## src/rtl/sensor_cmd_framer.sv

```systemverilog
// UART-to-I2C command framer: parses FF/OP/ADDR/DATA/FF frames into a command FIFO
// and offers either the FIFO head or a round-robin default poll to the I2C controller.
module sensor_cmd_framer #(
    parameter int NUM_SENSORS    = 4,
    parameter int FIFO_DEPTH     = 8,
    parameter int TIMEOUT_CYCLES = 1_000_000_000,
    parameter int SW             = (NUM_SENSORS > 1) ? $clog2(NUM_SENSORS) : 1
) (
    input  logic          clk,
    input  logic          reset,
    input  logic          rx_done_tick,
    input  logic [7:0]    rx_byte,
    output logic          cmd_valid,
    input  logic          cmd_ready,
    output logic [SW-1:0] cmd_sensor,
    output logic [1:0]    cmd_op,
    output logic [7:0]    cmd_reg_addr,
    output logic [15:0]   cmd_data,
    output logic          cmd_from_pc,
    output logic          fifo_full,
    output logic          time_out,
    output logic          frame_error,
    output logic          overflow
);
    localparam int AW = $clog2(FIFO_DEPTH);
    localparam int CW = AW + 1;
    localparam int TW = (TIMEOUT_CYCLES > 1) ? $clog2(TIMEOUT_CYCLES) : 1;
    localparam logic [4:0] NS5 = 5'(NUM_SENSORS);

    typedef struct packed {
        logic [SW-1:0] sensor;
        logic [1:0]    op;
        logic [7:0]    addr;
        logic [15:0]   data;
    } frame_t;

    typedef enum logic [2:0] {IDLE, GET_OP, GET_ADDR, GET_LO, GET_HI, GET_STOP} state_t;

    state_t        state_q;
    frame_t        frm_q;
    logic [TW-1:0] tcnt_q;
    logic          time_out_q, frame_error_q, overflow_q;

    frame_t        mem_q [FIFO_DEPTH];
    logic [AW-1:0] wr_q, rd_q;
    logic [CW-1:0] cnt_q;
    logic [SW-1:0] poll_q;
    logic          valid_q;

    logic push, do_push, pop, poll_xfer, empty, full;
    frame_t head;

    assign push      = rx_done_tick && (state_q == GET_STOP) && (rx_byte == 8'hFF);
    assign empty     = (cnt_q == '0);
    assign full      = (cnt_q == CW'(FIFO_DEPTH));
    assign pop       = valid_q && cmd_ready && !empty;
    assign poll_xfer = valid_q && cmd_ready && empty;
    // a pop in the same cycle frees the slot, so a push into a full FIFO still lands
    assign do_push   = push && (!full || pop);
    assign head      = mem_q[rd_q];

    always_ff @(posedge clk) begin
        if (!reset) begin
            state_q       <= IDLE;
            frm_q         <= '0;
            tcnt_q        <= '0;
            time_out_q    <= 1'b0;
            frame_error_q <= 1'b0;
        end else begin
            time_out_q    <= 1'b0;
            frame_error_q <= 1'b0;
            if (rx_done_tick || state_q == IDLE) tcnt_q <= '0;
            else                                 tcnt_q <= tcnt_q + TW'(1);

            if (rx_done_tick) begin
                case (state_q)
                    IDLE: if (rx_byte == 8'hFF) state_q <= GET_OP;
                    GET_OP: begin
                        if (rx_byte[3:2] != 2'b00 || {1'b0, rx_byte[7:4]} >= NS5) begin
                            frame_error_q <= 1'b1;
                            state_q       <= IDLE;
                        end else begin
                            frm_q.sensor <= rx_byte[4 +: SW];
                            frm_q.op     <= rx_byte[1:0];
                            frm_q.data   <= '0;
                            state_q      <= GET_ADDR;
                        end
                    end
                    GET_ADDR: begin
                        frm_q.addr <= rx_byte;
                        state_q    <= frm_q.op[1] ? GET_LO : GET_STOP;
                    end
                    GET_LO: begin
                        frm_q.data[7:0] <= rx_byte;
                        state_q         <= frm_q.op[0] ? GET_HI : GET_STOP;
                    end
                    GET_HI: begin
                        frm_q.data[15:8] <= rx_byte;
                        state_q          <= GET_STOP;
                    end
                    GET_STOP: begin
                        if (rx_byte != 8'hFF) frame_error_q <= 1'b1;
                        state_q <= IDLE;
                    end
                    default: state_q <= IDLE;
                endcase
            end else if (state_q != IDLE && tcnt_q == TW'(TIMEOUT_CYCLES - 1)) begin
                time_out_q <= 1'b1;
                state_q    <= IDLE;
            end
        end
    end

    always_ff @(posedge clk) begin
        if (reset && do_push) mem_q[wr_q] <= frm_q;
    end

    always_ff @(posedge clk) begin
        if (!reset) begin
            wr_q       <= '0;
            rd_q       <= '0;
            cnt_q      <= '0;
            poll_q     <= '0;
            valid_q    <= 1'b0;
            overflow_q <= 1'b0;
        end else begin
            valid_q    <= 1'b1;
            overflow_q <= push && full && !pop;
            if (do_push) wr_q <= wr_q + AW'(1);
            if (pop)     rd_q <= rd_q + AW'(1);
            cnt_q <= cnt_q + CW'(do_push) - CW'(pop);
            if (poll_xfer)
                poll_q <= (poll_q == SW'(NUM_SENSORS - 1)) ? '0 : poll_q + SW'(1);
        end
    end

    // payload follows registered FIFO/poll state, so it only moves on a transfer or a push
    always_comb begin
        cmd_valid    = valid_q;
        cmd_sensor   = '0;
        cmd_op       = '0;
        cmd_reg_addr = '0;
        cmd_data     = '0;
        cmd_from_pc  = 1'b0;
        if (valid_q) begin
            if (!empty) begin
                cmd_sensor   = head.sensor;
                cmd_op       = head.op;
                cmd_reg_addr = head.addr;
                cmd_data     = head.data;
                cmd_from_pc  = 1'b1;
            end else begin
                cmd_sensor = poll_q;
                cmd_op     = 2'b01;
            end
        end
    end

    assign fifo_full   = full;
    assign time_out    = time_out_q;
    assign frame_error = frame_error_q;
    assign overflow    = overflow_q;

endmodule

```

## config.mk

```make
export PLATFORM = sky130hd
export DESIGN_NAME = sensor_cmd_framer
export DESIGN_NICKNAME = d
export VERILOG_FILES = /design/src/rtl/sensor_cmd_framer.sv
export SDC_FILE = /design/constraint.sdc
export NUM_CORES = 1
export LEC_CHECK = 0
export BUFFER_PORTS_ARGS = -buffer_cell sky130_fd_sc_hd__buf_2
export CORE_UTILIZATION = 45
export CTS_CLUSTER_DIAMETER = 150
export DETAILED_ROUTE_END_ITERATION = 8
export PLACE_DENSITY = 0.67
export SLEW_MARGIN = 30
export SYNTH_ARGS = -nofsm -noshare
export SYNTH_HDL_FRONTEND = slang
export SYNTH_SLANG_ARGS = --single-unit
```

## constraint.sdc

```tcl
create_clock -name clk -period 9.1 [get_ports clk]
set_input_delay 0 -clock clk [delete_from_list [all_inputs] [get_ports clk]]
set_output_delay 0 -clock clk [all_outputs]
set_load 0.005 [all_outputs]
```

======== Yosys cells after proc, flatten, opt, wreduce, memory -nomap -nowiden ========
Memory sizes are Yosys's and may differ from the RTL's. A register that Yosys moved wholly into a read port is not among the register bits.
Index checks and enable logic that the tools add are counted.
operators by class
  add/subtract/negate cells ............... 6
  order comparisons ....................... 1
  eq/ne operators ......................... 12
  mux-type cells .......................... 30
  bitwise gates (word level) .............. 2
  reduce and logical (&&, ||, !) cells .... 31
operator list
  operator                                              count
  2-to-1 mux 16 bit                                     3
  case mux 8 bit (2 select lines)                       2
  adder 30 x 1 -> 30 bit (second input constant)        1
  equality test 30 bit (second input constant)          1
  2-to-1 mux 3 bit                                      6
  2-to-1 mux 8 bit                                      2
  case mux 3 bit (5 select lines)                       1
  2-to-1 mux 2 bit                                      6
  logical AND 1 bit                                     10
  2-to-1 mux 1 bit                                      9
  AND reduction 3 bit                                   3
  equality test 8 bit (second input constant)           1
  inequality test 8 bit (second input constant)         1
  nonzero test 2 bit                                    4
  adder 3 x 1 -> 3 bit (second input constant)          2
  equality test 3 x 2 -> 1 bit (second input constant)  2
  equality test 3 bit (second input constant)           2
  AND reduction 2 bit                                   3
  adder 4 x 1 -> 4 bit                                  1
  equality test 4 bit (second input constant)           1
  >= comparator 4 x 3 -> 1 bit (second input constant)  1
  zero test 4 bit                                       1
  OR reduction 2 bit                                    2
  subtractor 4 x 1 -> 4 bit                             1
  11 further kinds                                      16
storage, ports and cells
  bits in registers ....................... 77
  memory bits (writable) .................. 224
  output and inout port bits .............. 34
  memories kept ........................... 1
memory list
  memory  words  bits a word  read ports  clocked after memory_dff  write ports  line  source
  mem_q   8      28           1           1                         1            44    frame_t mem_q [FIFO_DEPTH];

======== Logic depth before layout (Yosys ltp) ========
Gate-level depths: netlist of run 1.
  depth in word-level cells ............... 8
  mapped depth ............................ 12

======== Worst setup path before layout of run 1 ========
Ideal clock, no wire load.
  path kind ............................... register to register
  start ................................... register state_q[0]
  end ..................................... memory mem_q[1][0] (netlist bit), enable pin
  arrival time ............................ 3137 ps
  required time ........................... 8652 ps
  setup slack ............................. 5515 ps
  cell stages (with the launch flop) ...... 6
  clock period less this slack ............ 3585 ps
  path through ............................ dfxtp_1 > clkbuf_1 > nand4b_1 > nor4_1 > nand3_1 > nor3_1
on the way
  word-level cells in the longest chain between the ends .. 7
RTL lines
  item                                    line  source
  start, declared                         39    state_t state_q;
  start signal, assigned                  91    state_q <= frm_q.op[1] ? GET_LO : GET_STOP;
  start signal, assigned                  95    state_q <= frm_q.op[0] ? GET_HI : GET_STOP;
  equality test 3 bit                     53    assign push = rx_done_tick && (state_q == GET_STOP) && (rx_byte == 8'hFF);
  logical AND 1 bit (2 in series)         53
  logical AND 1 bit                       59    assign do_push = push && (!full || pop);
  logical AND 1 bit                       115   if (reset && do_push) mem_q[wr_q] <= frm_q;
  2-to-1 mux 1 bit                        115
  2-to-1 mux 1 bit (implied by the code)  115
  end, declared                           44
No other way between the ends.

==> flow_summary.ini, run 1 <==
[outcome]
status = complete, but fails checks
violations = design-rule violations

[global_routing]
grt_max_degree = 55
grt_pass1_wl_microns = 36700
antenna_found_initial = 0
grt_pass1_vias = 6599
grt_usage = 0.171
grt_overflow = 0

[final_layout]
nets = 849
postLayoutCoreUtil = 0.534
antenna_cells = 0
final_common_cell = edfxtp_1
layout-drive-gt1-share = 0.222
layout_common_cells = 224 x edfxtp_1, 77 x dfxtp_1, 70 x nor2_1, 56 x mux4_2
areaGrowthSynthToFinish_pct = 15.7
n_fill_cell = 2070
fin_cells = 1185

[placement]
hpwl_microns = 13900
placedCellCount = 1116
portBuffers = 45
place_congestion = 0.766

[logic_synthesis]
syn_nets = 791
yosysSeqAreaShare = 0.689
synth_edf_count = 224
synth-warning-count = 0
synth_top_area_share = 0.556
synth_cell_types = 53
syn_area_per_cell_sq_um = 15.7
synth-async-reset-ratio = 0
syn_area_sq_um = 12100
syn_inst = 768
ys_ff_latch = 304
ys.flop_type = edfxtp_1
yosys-top-cells-area = edfxtp_1 56%, dfxtp_1 13%, mux4_2 10%
synth_top_cell_by_area = edfxtp_1

[timing]
slew_viol_final = 0
timing.hold.ws_ns = 0.255
fmax_mhz = 339
finalCriticalPeriod_ns = 2.95
setup_viol = 0
grt_setup_unrepaired = false
fin_worst_skew_ns = 0.0363
hold_violations = 0
slew_headroom = 0.385
min_period_over_period = 0.325
worst-slew-pin-transition_ns = 0.920
fin_tns_setup_ns = 0

[clocking]
htree_levels = 1
root_buffer = clkbuf_16
cts_buffers = 30
clockBufferDepth = 3
path_clk_slew_ns = 0.06
clk-insertion-delay-late_ns = 0.58
cts_tree = built
cts.sinks = 304

[worst_setup_path]
crit_fanout = 26
crit_path_end_kind = output pin
worstPathRequired_ns = 9.10
critical_path_arrival_ns = 2.95
critPathKind = reg -> out
start_kind = flop

[die]
die_w_microns = 166
io_pins = 46
std_cell_rows = 59
initial_core_util = 0.461
die_area_sq_um = 27500
fp.coreArea_sq_um = 26200
die_h_microns = 166

[power]
total_power_uw = 3140
ir_drop_v = 0.000146
powerDensity_nw_per_um2 = 224
cellLeakagePower_uw = 0.00433

[detailed_routing]
drcViolationCount = 3
viasPerCell = 5.49
dr.pass1.iters = 7
drtIter0Drc = 593
vias = 6500
postRouteAntennaNets = 0
wire_per_inst_microns = 19.3
totalWireLength_microns = 22900

[min_path]
hp-class = in -> reg

[job]
cap_viol_max_count = 0
==> final cells by class <==
class / instances / area [sq um] / share of cell area
Clock buffer: 32 / 778 / 0.0556
Sequential cell: 304 / 8340 / 0.596
Inverter: 19 / 71.3 / 0.00510
Tap cell: 335 / 419 / 0.0300
Clock inverter: 24 / 333 / 0.0238
Multi-Input combinational cell: 403 / 3550 / 0.253
Timing Repair Buffer: 68 / 505 / 0.0361
==> metrics by stage <==
step	cell area (sq um)	worst slack [ns]
2_1_floorplan	12100	5.52
3_3_place_gp	12600	6.24
3_5_place_dp	12700	6.18
4_1_cts	13900	6.07
5_1_grt	14000	5.94
6_report	14000	6.15
==> critical path, stage by stage, from the launching register on <==
cell and delay [ns]:
dfxtp_4 0.45, buf_4 0.48, buf_12 0.29, mux4_2 0.52, mux2i_1 0.34, a21boi_0 0.14
buf_2 0.14
==> synth_stat cells (4+ instances only) <==
| cell | count |
|---|---|
| or3_1 | 11 |
| nand2b_1 | 4 |
| xor2_1 | 4 |
| nand4_1 | 17 |
| nor4_1 | 7 |
| ha_1 | 10 |
| xnor2_1 | 11 |
| buf_2 | 10 |
| nand3_1 | 10 |
| nand2_1 | 32 |
| o21ai_0 | 12 |
| a21oi_1 | 30 |
| inv_1 | 19 |
| a22oi_1 | 8 |
| nor3_1 | 7 |
| dfxtp_1 | 80 |
| nand3b_1 | 4 |
| buf_1 | 4 |
| o31ai_1 | 9 |
| edfxtp_1 | 224 |
| mux4_2 | 56 |
| nor2b_1 | 4 |
| or4_1 | 12 |
| clkbuf_1 | 23 |
| nor2_1 | 76 |
| mux2i_1 | 45 |
==> state kept, by name (all words and copies together) (netlist names), 2 cells and up, named ones only <==
| name | count |
|---|---|
| rd_q | 3 |
| poll_q | 2 |
| state_q | 3 |
| cnt_q | 4 |
| mem_q | 224 |
| frm_q | 28 |
| wr_q | 3 |
| tcnt_q | 30 |
==> cells by family (layout without fill, tap and decap cells) <==
group	Yosys count	count (layout)	share of synthesized area
DFF	304	304	0.689
and+or+nand+nor	205	205	0.0872
muxes	101	101	0.142
AOI/OAI and AO/OA	71	71	0.0361
buffers and inverters	61	143	0.0235
xor gates and xnor gates	15	15	0.0109
adders and majority gates	11	11	0.0120
==> power breakdown <==
group	switching (uW)	internal [uW]
combinational	153	150
sequential	10.8	1480
clock	523	822
==> per-layer routing <==
layer	vias to the layer above	global-route usage	share of wire
li1	3095	-	-
met4	0	0.0504	0.023
met1	3238	0.230	0.45
met2	132	0.291	0.49
met5	-	0	0
met3	35	0.0250	0.040
==> timing repair <==
item	4_1_cts	5_1_grt
hold endpoints to repair	47	0
hold buffers	11	0
gates resized for setup	0	0
setup buffers	0	0
==> worst paths after layout <==
path / start / to / slack, ns / depth (start not counted)
max: flop / cmd_op[0] / 6.15 / 6
min reg2reg: tcnt_q[0] / tcnt_q[0] / 0.48 / 1
max reg2reg: state_q[0] / mem_q[4][4] / 6.20 / 4
min: reset / cmd_valid / 0.25 / 2
Note: power is estimated with default switching activity, not from simulation.
==> run 2, diff against run 1 <==
--- a/config.mk
+++ b/config.mk
@@ -9,7 +9,7 @@
 export CORE_UTILIZATION = 45
 export CTS_CLUSTER_DIAMETER = 150
 export DETAILED_ROUTE_END_ITERATION = 8
-export PLACE_DENSITY = 0.67
+export PLACE_DENSITY = 0.69
 export SLEW_MARGIN = 30
 export SYNTH_ARGS = -nofsm -noshare
 export SYNTH_HDL_FRONTEND = slang
==> constraint.sdc (replaced) <==
create_clock -name clk -period 2.6 [get_ports clk]
set_input_delay 0 -clock clk [delete_from_list [all_inputs] [get_ports clk]]
set_output_delay 0 -clock clk [all_outputs]
set_load 0.005 [all_outputs]
==> flow_summary.ini, run 2 (synthesized netlist as in run 1, its figures left out) <==
[power]
ir_drop_v = 0.000513
cellLeakagePower_uw = 0.00439
powerDensity_nw_per_um2 = 749

[clocking]
path_clk_slew_ns = 0.06
htree_levels = 1
cts_buffers = 30
cts.sinks = 304
cts_tree = built
root_buffer = clkbuf_16
clk-insertion-delay-late_ns = 0.57
clockBufferDepth = 3

[placement]
place_congestion = 0.790
hpwl_microns = 13800
detailed_place.area_sq_um = 12900
portBuffers = 45

[global_routing]
antenna_found_initial = 0
grt_overflow = 0
grt_usage = 0.175
grt_pass1_vias = 6505
grt_max_degree = 55
grt_pass1_wl_microns = 37200

[timing]
finalCriticalPeriod_ns = 2.41
fin_worst_skew_ns = 0.0196
hold_violations = 0
slew_headroom = 0.363
worst-slew-pin-transition_ns = 0.947
setup_viol = 0
fmax_mhz = 415
slew_viol_final = 0
min_period_over_period = 0.928

[final_layout]
layout-drive-gt1-share = 0.240
largest_register = mem_q
layout_common_cells = 224 x edfxtp_1, 77 x dfxtp_1, 70 x nor2_1, 56 x mux4_2
final_common_cell = edfxtp_1
areaGrowthSynthToFinish_pct = 16.7
final_area_sq_um = 14100
antenna_cells = 0
nets = 871
top_regs = mem_q x224, tcnt_q x30, frm_q x28
postLayoutCoreUtil = 0.538
largest_reg_flops = 224

[die]
io_pins = 46
fp.coreArea_sq_um = 26200
initial_core_util = 0.461
die_area_sq_um = 27500
die_h_microns = 166
die_w_microns = 166
std_cell_rows = 59

[worst_setup_path]
cp_slowest_cell = or3b_2
crit_chain = inv_1 -> ha_1 -> or3b_2 -> nand3_2 -> inv_1 -> ha_1 -> inv_1 -> ha_1 -> fa_1 -> xnor2_1 -> nor2_1
crit_buf_inv = 3
critPathTopFamily = adder cells
critical_path_arrival_ns = 2.84
max_stage_delay_ns = 0.47
crit_fanout = 3
start_kind = flop
crit_path_end_kind = flop
worstPathRequired_ns = 3.03
critPathKind = reg -> reg

[detailed_routing]
drtIter0Drc = 516
drcViolationCount = 2
wire_per_inst_microns = 19.6
postRouteAntennaNets = 0
totalWireLength_microns = 23700
viasPerCell = 5.57
dr.pass1.iters = 7
vias = 6723

[min_path]
hp-class = in -> reg

[job]
cap_viol_max_count = 0

[outcome]
violations = design-rule violations
status = complete, but fails checks
run 2: changes by cell type in the layout (fill, tap and decap cells not counted), moves of 4 or more:
cell / delta
buf_12: +12
bufinv_16: -7
clkbuf_1: +7
clkbuf_8: +6
buf_4: +13
clkinv_1: -4
run 2: metal layers:
layer	up-vias	routed length, microns	global-route usage
met5	-	0	0
met4	0	445	0.0435
met3	34	994	0.0236
met2	161	11500	0.289
met1	3391	10700	0.245
li1	3137	-	-
run 2: power breakdown:
part           switching (uW)  total (uW)  internal, uW
logic                     581        1200           623
clock network            1770        4150          2380
registers                36.9        5210          5170
run 2: what timing repair did:
| item | in CTS | in global routing |
|---|---|---|
| buffers inserted | 0 | 10 |
| hold endpoints to repair | 46 | 0 |
| gates resized for setup | 0 | 2 |
| setup endpoints to repair | 0 | 6 |
| hold buffers | 11 | 0 |
run 2: stage by stage:
step	power, uW	TNS (ns)	worst slack, ns	hold slack, ns	instances
after floorplan	6030	-46.95	-0.242	0.0277	768
final	10600	0	0.188	0.250	1207
after global routing	10900	-0.000975	-0.000975	0.257	1207
after CTS	10600	0	0.0677	0.229	1197
after detailed placement	6450	0	0.148	0.267	1130
after global placement	6440	0	0.187	0.266	1130
run 2: area by class of cell:
cell class	instances	area [sq um]
fillers	2054	12100
flip-flops and latches	304	8330
multi-input cells	403	3560
clock buffers	48	902
repair buffers	90	757
well taps	335	419
inverters	19	71.3
clock inverters	8	68.8
run 2: worst register-to-register path, cell delays in order (launching register included):
cell and delay [ns]:
dfxtp_1 0.30, inv_1 0.10, ha_1 0.17, or3b_2 0.47, nand3_2 0.12, inv_1 0.05
ha_1 0.26, inv_1 0.04, ha_1 0.19, fa_1 0.39, xnor2_1 0.14, nor2_1 0.05
run 2: path summary, 6_finish.rpt:
kind              startpoint        end  slack (ns)  cells after the start
setup reg to reg    cnt_q[2]   cnt_q[2]        0.19                     11
hold reg to reg    tcnt_q[0]  tcnt_q[0]        0.47                      1
hold / removal         reset  cmd_valid        0.25                      2
setup / recovery    cnt_q[2]   cnt_q[2]        0.19                     11
==> run 3, diff against run 2 <==
--- a/config.mk
+++ b/config.mk
@@ -5,11 +5,11 @@
 export SDC_FILE = /design/constraint.sdc
 export NUM_CORES = 1
 export LEC_CHECK = 0
-export BUFFER_PORTS_ARGS = -buffer_cell sky130_fd_sc_hd__buf_2
+export BUFFER_PORTS_ARGS = -buffer_cell sky130_fd_sc_hd__buf_4
 export CORE_UTILIZATION = 45
 export CTS_CLUSTER_DIAMETER = 150
 export DETAILED_ROUTE_END_ITERATION = 8
-export PLACE_DENSITY = 0.69
+export PLACE_DENSITY = 0.67
 export SLEW_MARGIN = 30
 export SYNTH_ARGS = -nofsm -noshare
 export SYNTH_HDL_FRONTEND = slang
==> constraint.sdc (replaced) <==
create_clock -name clk -period 2.3 [get_ports clk]
set_input_delay 0 -clock clk [delete_from_list [all_inputs] [get_ports clk]]
set_output_delay 0 -clock clk [all_outputs]
set_load 0.005 [all_outputs]
==> flow_summary.ini, run 3 (synthesized netlist as in run 1, its figures left out) <==
[worst_setup_path]
reg2reg_depth = 10
startpoint = cnt_q[3]
rr_endpoint = cnt_q[1]
crit_fanout = 2
critPathKind = reg -> reg
critical_path_arrival_ns = 2.66
critPathTopFamily = adder cells
max_stage_delay_ns = 0.42
r2r_start = cnt_q[3]
cp_common_cell = inv_1
rrSetupSlack_ns = 0.09
start_kind = flop
crit_buf_inv = 3
crit_chain = inv_1 -> ha_2 -> or3b_4 -> nand3_2 -> inv_1 -> ha_1 -> inv_1 -> ha_2 -> fa_2 -> and2_1
worstPathRequired_ns = 2.75
crit_path_end_kind = flop
cp_slowest_cell = fa_2

[detailed_routing]
drcViolationCount = 4
postRouteAntennaNets = 0
drtIter0Drc = 516
wire_per_inst_microns = 19.7
viasPerCell = 5.56
dr.pass1.iters = 6
vias = 6724
totalWireLength_microns = 23800

[final_layout]
largest_register = mem_q
layout-drive-gt1-share = 0.249
antenna_cells = 0
top_regs = mem_q x224, tcnt_q x30, frm_q x28
nets = 873
areaGrowthSynthToFinish_pct = 18.3
fin_cells = 1210
final_common_cell = edfxtp_1
n_fill_cell = 2103
largest_reg_flops = 224
layout_common_cells = 224 x edfxtp_1, 76 x dfxtp_1, 70 x nor2_1, 65 x buf_4, 56 x mux4_2

[clocking]
clk-insertion-delay-late_ns = 0.55
htree_levels = 1
cts_tree = built
cts_buffers = 31
clockBufferDepth = 3
path_clk_slew_ns = 0.06
root_buffer = clkbuf_16
cts.sinks = 304

[timing]
worst-slew-pin-transition_ns = 0.905
fin_ws_ns = 0.0903
finalCriticalPeriod_ns = 2.21
min_period_over_period = 0.961
grt_setup_unrepaired = false
setup_viol = 0
fin_tns_setup_ns = 0
fin_worst_skew_ns = 0.0128
hold_violations = 0
fmax_mhz = 453
slew_viol_final = 0
slew_headroom = 0.391

[min_path]
min_path_cells = 2
hp-class = in -> reg
hp-start = reset
min_to = cmd_valid

[power]
ir_drop_v = 0.000430
cellLeakagePower_uw = 0.00443
powerDensity_nw_per_um2 = 852

[placement]
placedCellCount = 1138
place_congestion = 0.737
dp_slack_ns = -0.0430
portBuffers = 45
hpwl_microns = 13900

[die]
die_area_sq_um = 27500
fp.coreArea_sq_um = 26200
die_h_microns = 166
io_pins = 46
die_w_microns = 166
initial_core_util = 0.461
std_cell_rows = 59

[job]
cap_viol_max_count = 0

[global_routing]
antenna_found_initial = 0
grt_pass1_vias = 6850
grt_pass1_wl_microns = 37800
grt_usage = 0.176
grt_overflow = 0
grt_max_degree = 55

[outcome]
violations = design-rule violations
status = complete, but fails checks
-- run 3: cell count changes in the layout (fill, tap and decap cells not counted), moves of 3 or more --
cell      previous run  this run
buf_4               20        65
buf_2               45         0
clkinv_1             0         4
clkbuf_2             3         0
-- run 3: power by group --
| group | switching [uW] | total, uW | leakage [uW] | internal (uW) |
|---|---|---|---|---|
| clock | 1960 | 4800 | 0.000493 | 2840 |
| combinational | 673 | 1510 | 0.00134 | 833 |
| sequential | 42.3 | 5890 | 0.00259 | 5850 |
-- run 3: cell type report --
class,instances,area (sq um),share of cell area
clock buffer,46,912,0.0638
tap,335,419,0.0293
timing repair buffer,91,890,0.0622
inverter,19,71.3,0.00498
multi-input combinational,403,3590,0.251
clock inverter,12,90.1,0.00630
sequential,304,8340,0.583
-- run 3: timing repair --
action	CTS	global route
cloned	0	0
resized for setup	3	8
buffers inserted	3	0
hold buffers	11	0
hold endpoints to repair	46	0
endpoints found under the setup margin	14	5
-- run 3: worst max path at each step --
| stage | to | cells after the start | slack (ns) |
|---|---|---|---|
| finish | cnt_q[1] | 10 | 0.09 |
| floorplan | mem_q[5][0] | 5 | -0.03 |
| CTS | cmd_data[6] | 5 | 0.06 |
| global placement | cnt_q[2] | 11 | 0.002 |
| detailed placement | cnt_q[2] | 11 | -0.04 |
| global route | cnt_q[1] | 11 | 0.0006 |
-- run 3: per-layer routing --
layer / global-route usage / routed length (microns)
met1: 0.236 / 10600
met2: 0.302 / 11800
met3: 0.0238 / 1000
met4: 0.0431 / 387
met5: 0 / 0
-- run 3: through the flow --
step | hold WS [ns] | power, uW | instance area, sq um | util
finish | 0.204 | 12200 | 14300 | 0.546
global route | 0.208 | 12700 | 14300 | 0.546
CTS | 0.178 | 12300 | 14300 | 0.545
detailed placement | 0.216 | 7460 | 13100 | 0.501
global placement | 0.215 | 7450 | 13100 | 0.501
floorplan | 0.0277 | 6820 | 12100 | -
-- run 3: worst register-to-register path, delay by kind of cell, from the launching register on --
kind / cells / cell delay [ns]
adders and majority gates: 4 / 1.03
and+or+nand+nor: 3 / 0.63
buffers and inverters: 3 / 0.16
DFF: 1 / 0.32
